[src/rtl/booth_mult_arbiter.sv]
// ---------------------------------------------------------------------------
// booth_mult_arbiter
//
// Shares one 8x8 signed Booth multiplier core among NREQ requesters.
// A round-robin arbiter accepts one operand pair at a time. A small FSM
// clears the core, loads it and waits out its ITER iteration cycles. It
// then captures the product and returns it tagged with the requester index.
//
// Ports
//   i_clk, i_reset          clock; synchronous active-high reset
//   i_req_valid[NREQ]       requester i has operands
//   o_req_ready[NREQ]       one-hot accept strobe (only in IDLE)
//   i_req_multiplier        slice i = multiplier of requester i
//   i_req_multiplicand      slice i = multiplicand of requester i
//   o_resp_valid            product available (state RESP)
//   i_resp_ready            consumer accepts product
//   o_resp_id               index of the requester owning o_resp_result
//   o_resp_result           signed product, 2*WIDTH bits
//   o_busy                  high in every state except IDLE
//   o_mult_reset            clear strobe to the core (also high during reset)
//   o_mult_load             load strobe to the core
//   o_mult_multiplier       operand to the core
//   o_mult_multiplicand     operand to the core
//   i_mult_result           product from the core
//   o_state                 FSM state, for debug and checkers
//
// Handshake: a transfer happens on a rising edge where valid and ready are
// both high. Ready never depends on the transfer itself, and the response
// payload stays stable while o_resp_valid is high and i_resp_ready is low.
// ---------------------------------------------------------------------------
module booth_mult_arbiter #(
    parameter  int NREQ  = 4,
    parameter  int WIDTH = 8,
    parameter  int ITER  = 8,
    localparam int IDW   = (NREQ > 1) ? $clog2(NREQ) : 1,
    localparam int CW    = $clog2(ITER + 1)
) (
    input  logic                    i_clk,
    input  logic                    i_reset,
    input  logic [NREQ-1:0]         i_req_valid,
    output logic [NREQ-1:0]         o_req_ready,
    input  logic [NREQ*WIDTH-1:0]   i_req_multiplier,
    input  logic [NREQ*WIDTH-1:0]   i_req_multiplicand,
    output logic                    o_resp_valid,
    input  logic                    i_resp_ready,
    output logic [IDW-1:0]          o_resp_id,
    output logic [2*WIDTH-1:0]      o_resp_result,
    output logic                    o_busy,
    output logic                    o_mult_reset,
    output logic                    o_mult_load,
    output logic [WIDTH-1:0]        o_mult_multiplier,
    output logic [WIDTH-1:0]        o_mult_multiplicand,
    input  logic [2*WIDTH-1:0]      i_mult_result,
    output logic [2:0]              o_state
);

    typedef enum logic [2:0] {
        S_IDLE = 3'd0,
        S_CLR  = 3'd1,
        S_LOAD = 3'd2,
        S_RUN  = 3'd3,
        S_CAPT = 3'd4,
        S_RESP = 3'd5
    } state_t;

    state_t              r_state;
    state_t              w_next;
    logic [IDW-1:0]      r_ptr;
    logic [CW-1:0]       r_cnt;
    logic [WIDTH-1:0]    r_mplier;
    logic [WIDTH-1:0]    r_mcand;
    logic [IDW-1:0]      r_id;
    logic [2*WIDTH-1:0]  r_result;

    logic [NREQ-1:0]     w_grant;
    logic [IDW-1:0]      w_grant_idx;
    logic                w_found;
    logic                w_accept;
    logic                w_ops_active;

    // Position k of the round-robin scan starting at base, wrapped mod NREQ.
    function automatic int rr_index(input int base, input int k);
        int s;
        s = base + k;
        if (s >= NREQ) s = s - NREQ;
        return s;
    endfunction

    // First valid requester at or after the pointer wins.
    always_comb begin
        w_grant     = '0;
        w_grant_idx = '0;
        w_found     = 1'b0;
        for (int k = 0; k < NREQ; k++) begin
            if (!w_found && i_req_valid[rr_index(int'(r_ptr), k)]) begin
                w_found     = 1'b1;
                w_grant_idx = IDW'(rr_index(int'(r_ptr), k));
            end
        end
        if (w_found) w_grant[w_grant_idx] = 1'b1;
    end

    assign w_accept = (r_state == S_IDLE) && w_found && !i_reset;

    // State register
    always_ff @(posedge i_clk) begin
        if (i_reset) r_state <= S_IDLE;
        else         r_state <= w_next;
    end

    // Next-state logic
    always_comb begin
        w_next = r_state;
        case (r_state)
            S_IDLE: if (w_accept) w_next = S_CLR;
            S_CLR:  w_next = S_LOAD;
            S_LOAD: w_next = S_RUN;
            // The counter holds ITER on the first RUN cycle, so leaving at 1
            // gives exactly ITER cycles in RUN.
            S_RUN:  if (r_cnt == CW'(1)) w_next = S_CAPT;
            S_CAPT: w_next = S_RESP;
            S_RESP: if (i_resp_ready) w_next = S_IDLE;
            default: w_next = S_IDLE;
        endcase
    end

    // Datapath: operand/id latch, pointer, iteration counter, result capture
    always_ff @(posedge i_clk) begin
        if (i_reset) begin
            r_ptr    <= '0;
            r_cnt    <= '0;
            r_mplier <= '0;
            r_mcand  <= '0;
            r_id     <= '0;
            r_result <= '0;
        end else begin
            if (w_accept) begin
                r_mplier <= i_req_multiplier[w_grant_idx*WIDTH +: WIDTH];
                r_mcand  <= i_req_multiplicand[w_grant_idx*WIDTH +: WIDTH];
                r_id     <= w_grant_idx;
                r_ptr    <= (w_grant_idx == IDW'(NREQ - 1)) ? '0 : w_grant_idx + IDW'(1);
            end
            if (r_state == S_LOAD)     r_cnt <= CW'(ITER);
            else if (r_state == S_RUN) r_cnt <= r_cnt - CW'(1);
            if (r_state == S_CAPT)     r_result <= i_mult_result;
        end
    end

    assign w_ops_active = (r_state == S_CLR) || (r_state == S_LOAD) ||
                          (r_state == S_RUN) || (r_state == S_CAPT);

    assign o_req_ready         = ((r_state == S_IDLE) && !i_reset) ? w_grant : '0;
    assign o_resp_valid        = (r_state == S_RESP);
    assign o_resp_id           = r_id;
    assign o_resp_result       = r_result;
    assign o_busy              = (r_state != S_IDLE);
    assign o_mult_reset        = i_reset || (r_state == S_CLR);
    assign o_mult_load         = (r_state == S_LOAD);
    assign o_mult_multiplier   = w_ops_active ? r_mplier : '0;
    assign o_mult_multiplicand = w_ops_active ? r_mcand  : '0;
    assign o_state             = r_state;

endmodule
[config.mk]
export PLATFORM = sky130hd
export DESIGN_NAME = booth_mult_arbiter
export DESIGN_NICKNAME = d
export VERILOG_FILES = /design/src/rtl/booth_mult_arbiter.sv
export SDC_FILE = /design/constraint.sdc
export NUM_CORES = 1
export LEC_CHECK = 0
export BUFFER_PORTS_ARGS = -buffer_cell sky130_fd_sc_hd__buf_2
export CAP_MARGIN = 25
export CORE_ASPECT_RATIO = 0.75
export CORE_MARGIN = 5
export CORE_UTILIZATION = 49
export DETAILED_ROUTE_END_ITERATION = 12
export PLACE_DENSITY = 0.91
export SYNTH_ARGS = -nofsm -noshare
export SYNTH_HDL_FRONTEND = slang
export SYNTH_SLANG_ARGS = --single-unit
[constraint.sdc]
create_clock -name i_clk -period 2.77 [get_ports i_clk]
set_input_delay 0.1385 -clock i_clk [delete_from_list [all_inputs] [get_ports i_clk]]
set_output_delay 0.1385 -clock i_clk [all_outputs]
set_load 0.05 [all_outputs]
==> impl_metrics.csv <==
group,metric,value,unit
synthesis,seq_area_frac_synth,34.5,%
cts,cts_buffer_depth,2,
cts,clkSinkCount,43,
place,place_hpwl,5940,um
setup_path,crit_arrival,2470,ps
grt,antenna_found_initial,0,
routing,final_antenna_net_count,0,
finish,ff_latch_area,861,um^2
timing,clock_skew,6.46,ps
setup_path,critPathTopFamily,"simple AND/OR/NAND/NOR gates",
synthesis,ys_ff_latch,43,
finish,final_area,3200,um^2
setup_path,path_buf_inv,1,
routing,dr.pass1.iters,4,
min_path,hold_path_end,"r_mcand[0]",
grt,grt_pass1_vias,2634,
setup_path,cp_slowest_cell,"nor3_1",
grt,grt_max_degree,40,
finish,final_cell_mix,"buf_2 (131), nand2_1 (62), dfxtp_1 (43)",
timing,relSlewSlack,48.7,%
synthesis,yosys_warnings,0,
routing,totalWireLength,7720,um
finish,num-fill-cells,433,
synthesis,async_flop_share,0,%
min_path,hp-start,"i_req_multiplicand[0]",
job,maxCapViolations,0,
timing,setup_slack,157,ps
cts,cts_setup_buffers,0,
setup_path,rrSetupSlack,340,ps
routing,first_iter_violations,155,
floorplan,die_h,71.8,um
finish,drive_gt1_share,36.6,%
place,pre_cts_slack,344,ps
synthesis,synth_fp_nets,402,
synthesis,synth_area,2500,um^2
floorplan,core_area,4930,um^2
place,gp_congestion,0.884,
power,ir_drop,0.000320,V
setup_path,r2r_cells,6,
power,power_per_cell_area,513,nW/um^2
timing,setup_tns,0,ps
grt,grt_pass1_wl,12300,um
place,numPortBuffers,131,
floorplan,io_pins,132,
floorplan,rows,22,
setup_path,cp-end-kind,"output port",
routing,vias,2703,
finish,nets,523,
grt,overflow,0,
cts,numCtsBuffers,5,
setup_path,crit_required,2630,ps
setup_path,crit_chain,"nor3_1 -> and3_4 -> o211a_2 -> nor2b_1 -> buf_2",
timing,fin_hold_ws,69.2,ps
setup_path,cp-start-kind,"flop",
cts,cts-root-buf,"clkbuf_8",
cts,cts_resized,0,
timing,hold_violations,0,
setup_path,worstReg2RegEnd,"r_mplier[2]",
finish,area_growth_syn_to_layout,28.3,%
finish,final_util,65.0,%
synthesis,synth_flop_cell,"dfxtp_1",
setup_path,r2r-start,"r_ptr[1]",
min_path,hold_class,"input pin to flop",
synthesis,syn_inst,312,
floorplan,die_area,6640,um^2
timing,clock.fmax,383,MHz
synthesis,synth_edf_count,0,
cts,cts_tree,"yes",
routing,remaining_drc_errors,0,
timing,period_share,94.3,%
timing,worst_slew_pin_slew,766,ps
setup_path,cpPeakStageDelay,580,ps
routing,post_drt_wl_per_cell,15.6,um
power,finalPower,1.64,mW
finish,antennaDiodeCount,0,
min_path,whs_path_depth,2,
timing,rsz0062_at_grt,"false",
synthesis,synth.distinct_cells,42,
outcome,outcome,"finished clean",
cts,postCtsHoldBufs,0,
routing,avgViaCountPerCell,5.47,
cts,h-tree-depth,2,
power,power_leakage,1.46,nW
grt,grt_use_total,22.8,%
finish,final_common_cell,"buf_2",
finish,multi_input_area,1480,um^2
setup_path,path_class,"flop to output port",
timing,slew_violations,0,
synthesis,postSynthAreaPerCell,8.00,um^2
cts,clk_latency,290,ps
finish,final_cells,494,
cts,clk_pin_slew_worst_paths,80,ps
setup_path,worstPathMaxFanout,17,
floorplan,die_w,92.4,um
floorplan,initial_core_util,50.7,%
timing,finalSetupViolCount,0,
timing,min_period,2610,ps
place,dp.cells,486,
place,dpl_cell_area,3120,um^2
-- how the worst max path moves through the flow --
stage | start | to | slack [ps] | depth (start not counted)
after CTS | o_state[1] | o_req_ready[2] | 160 | 5
after global placement | r_ptr[1] | r_mplier[1] | 440 | 6
after detailed placement | r_ptr[1] | r_mplier[6] | 340 | 6
after global routing | o_state[1] | o_req_ready[2] | 8 | 5
after floorplan | o_state[0] | o_req_ready[2] | 220 | 6
final | o_state[0] | o_req_ready[2] | 160 | 5
-- synthesized netlist by cell type (all sizes together), types with 4 or more instances --
cell,instances,area [um^2]
inv,7,26.3
o211ai,6,45.0
o21ai,13,65.1
dfxtp,43,861
nand2b,5,31.3
mux2,11,124
a221o,11,110
a21oi,42,218
clkbuf,7,26.3
nand2,62,233
buf,14,115
nand3,12,60.1
and4,6,52.6
nor3,7,40.0
nor2,10,37.5
nor2b,4,25.0
o31a,5,43.8
mux2i,5,50.1
and2,17,106
-- report_power, final --
group / internal, mW / total, mW / switching (mW)
Sequential: 0.665 / 0.703 / 0.0376
Combinational: 0.207 / 0.555 / 0.348
Clock: 0.177 / 0.386 / 0.208
Total: 1.05 / 1.64 / 0.594
-- metal layers --
metal	wire, um	share of wire (%)	track usage [%]
met2	3820	49	41.2
met3	689	8.9	5.46
met5	0	0	0
met1	3120	40	26.9
met4	88	1.1	6.59
-- cells by family (layout without fill, tap and decap cells) --
family | after synthesis | after routing | share of synthesized area (%)
adders and majority gates | 3 | 3 | 1.50
buffers and inverters | 28 | 150 | 6.71
DFF | 43 | 43 | 34.5
AOI/OAI and AO/OA | 89 | 89 | 23.5
xor gates and xnor gates | 1 | 1 | 0.351
and+or+nand+nor | 132 | 132 | 26.5
muxes | 16 | 16 | 6.96
-- registers in the layout, summed over array words and instances (netlist names) --
name           count
o_resp_result     16
r_cnt              4
r_mplier           8
r_ptr              2
r_mcand            8
o_state            3
o_resp_id          2
-- layout make-up --
class / instances / area share (%)
well taps: 60 / 2.34
inverters: 7 / 0.820
flip-flops and latches: 43 / 26.9
repair buffers: 135 / 21.4
clock buffers: 7 / 2.38
clock inverters: 1 / 0.156
multi-input cells: 241 / 46.0
(Power assumes the default switching activity.)
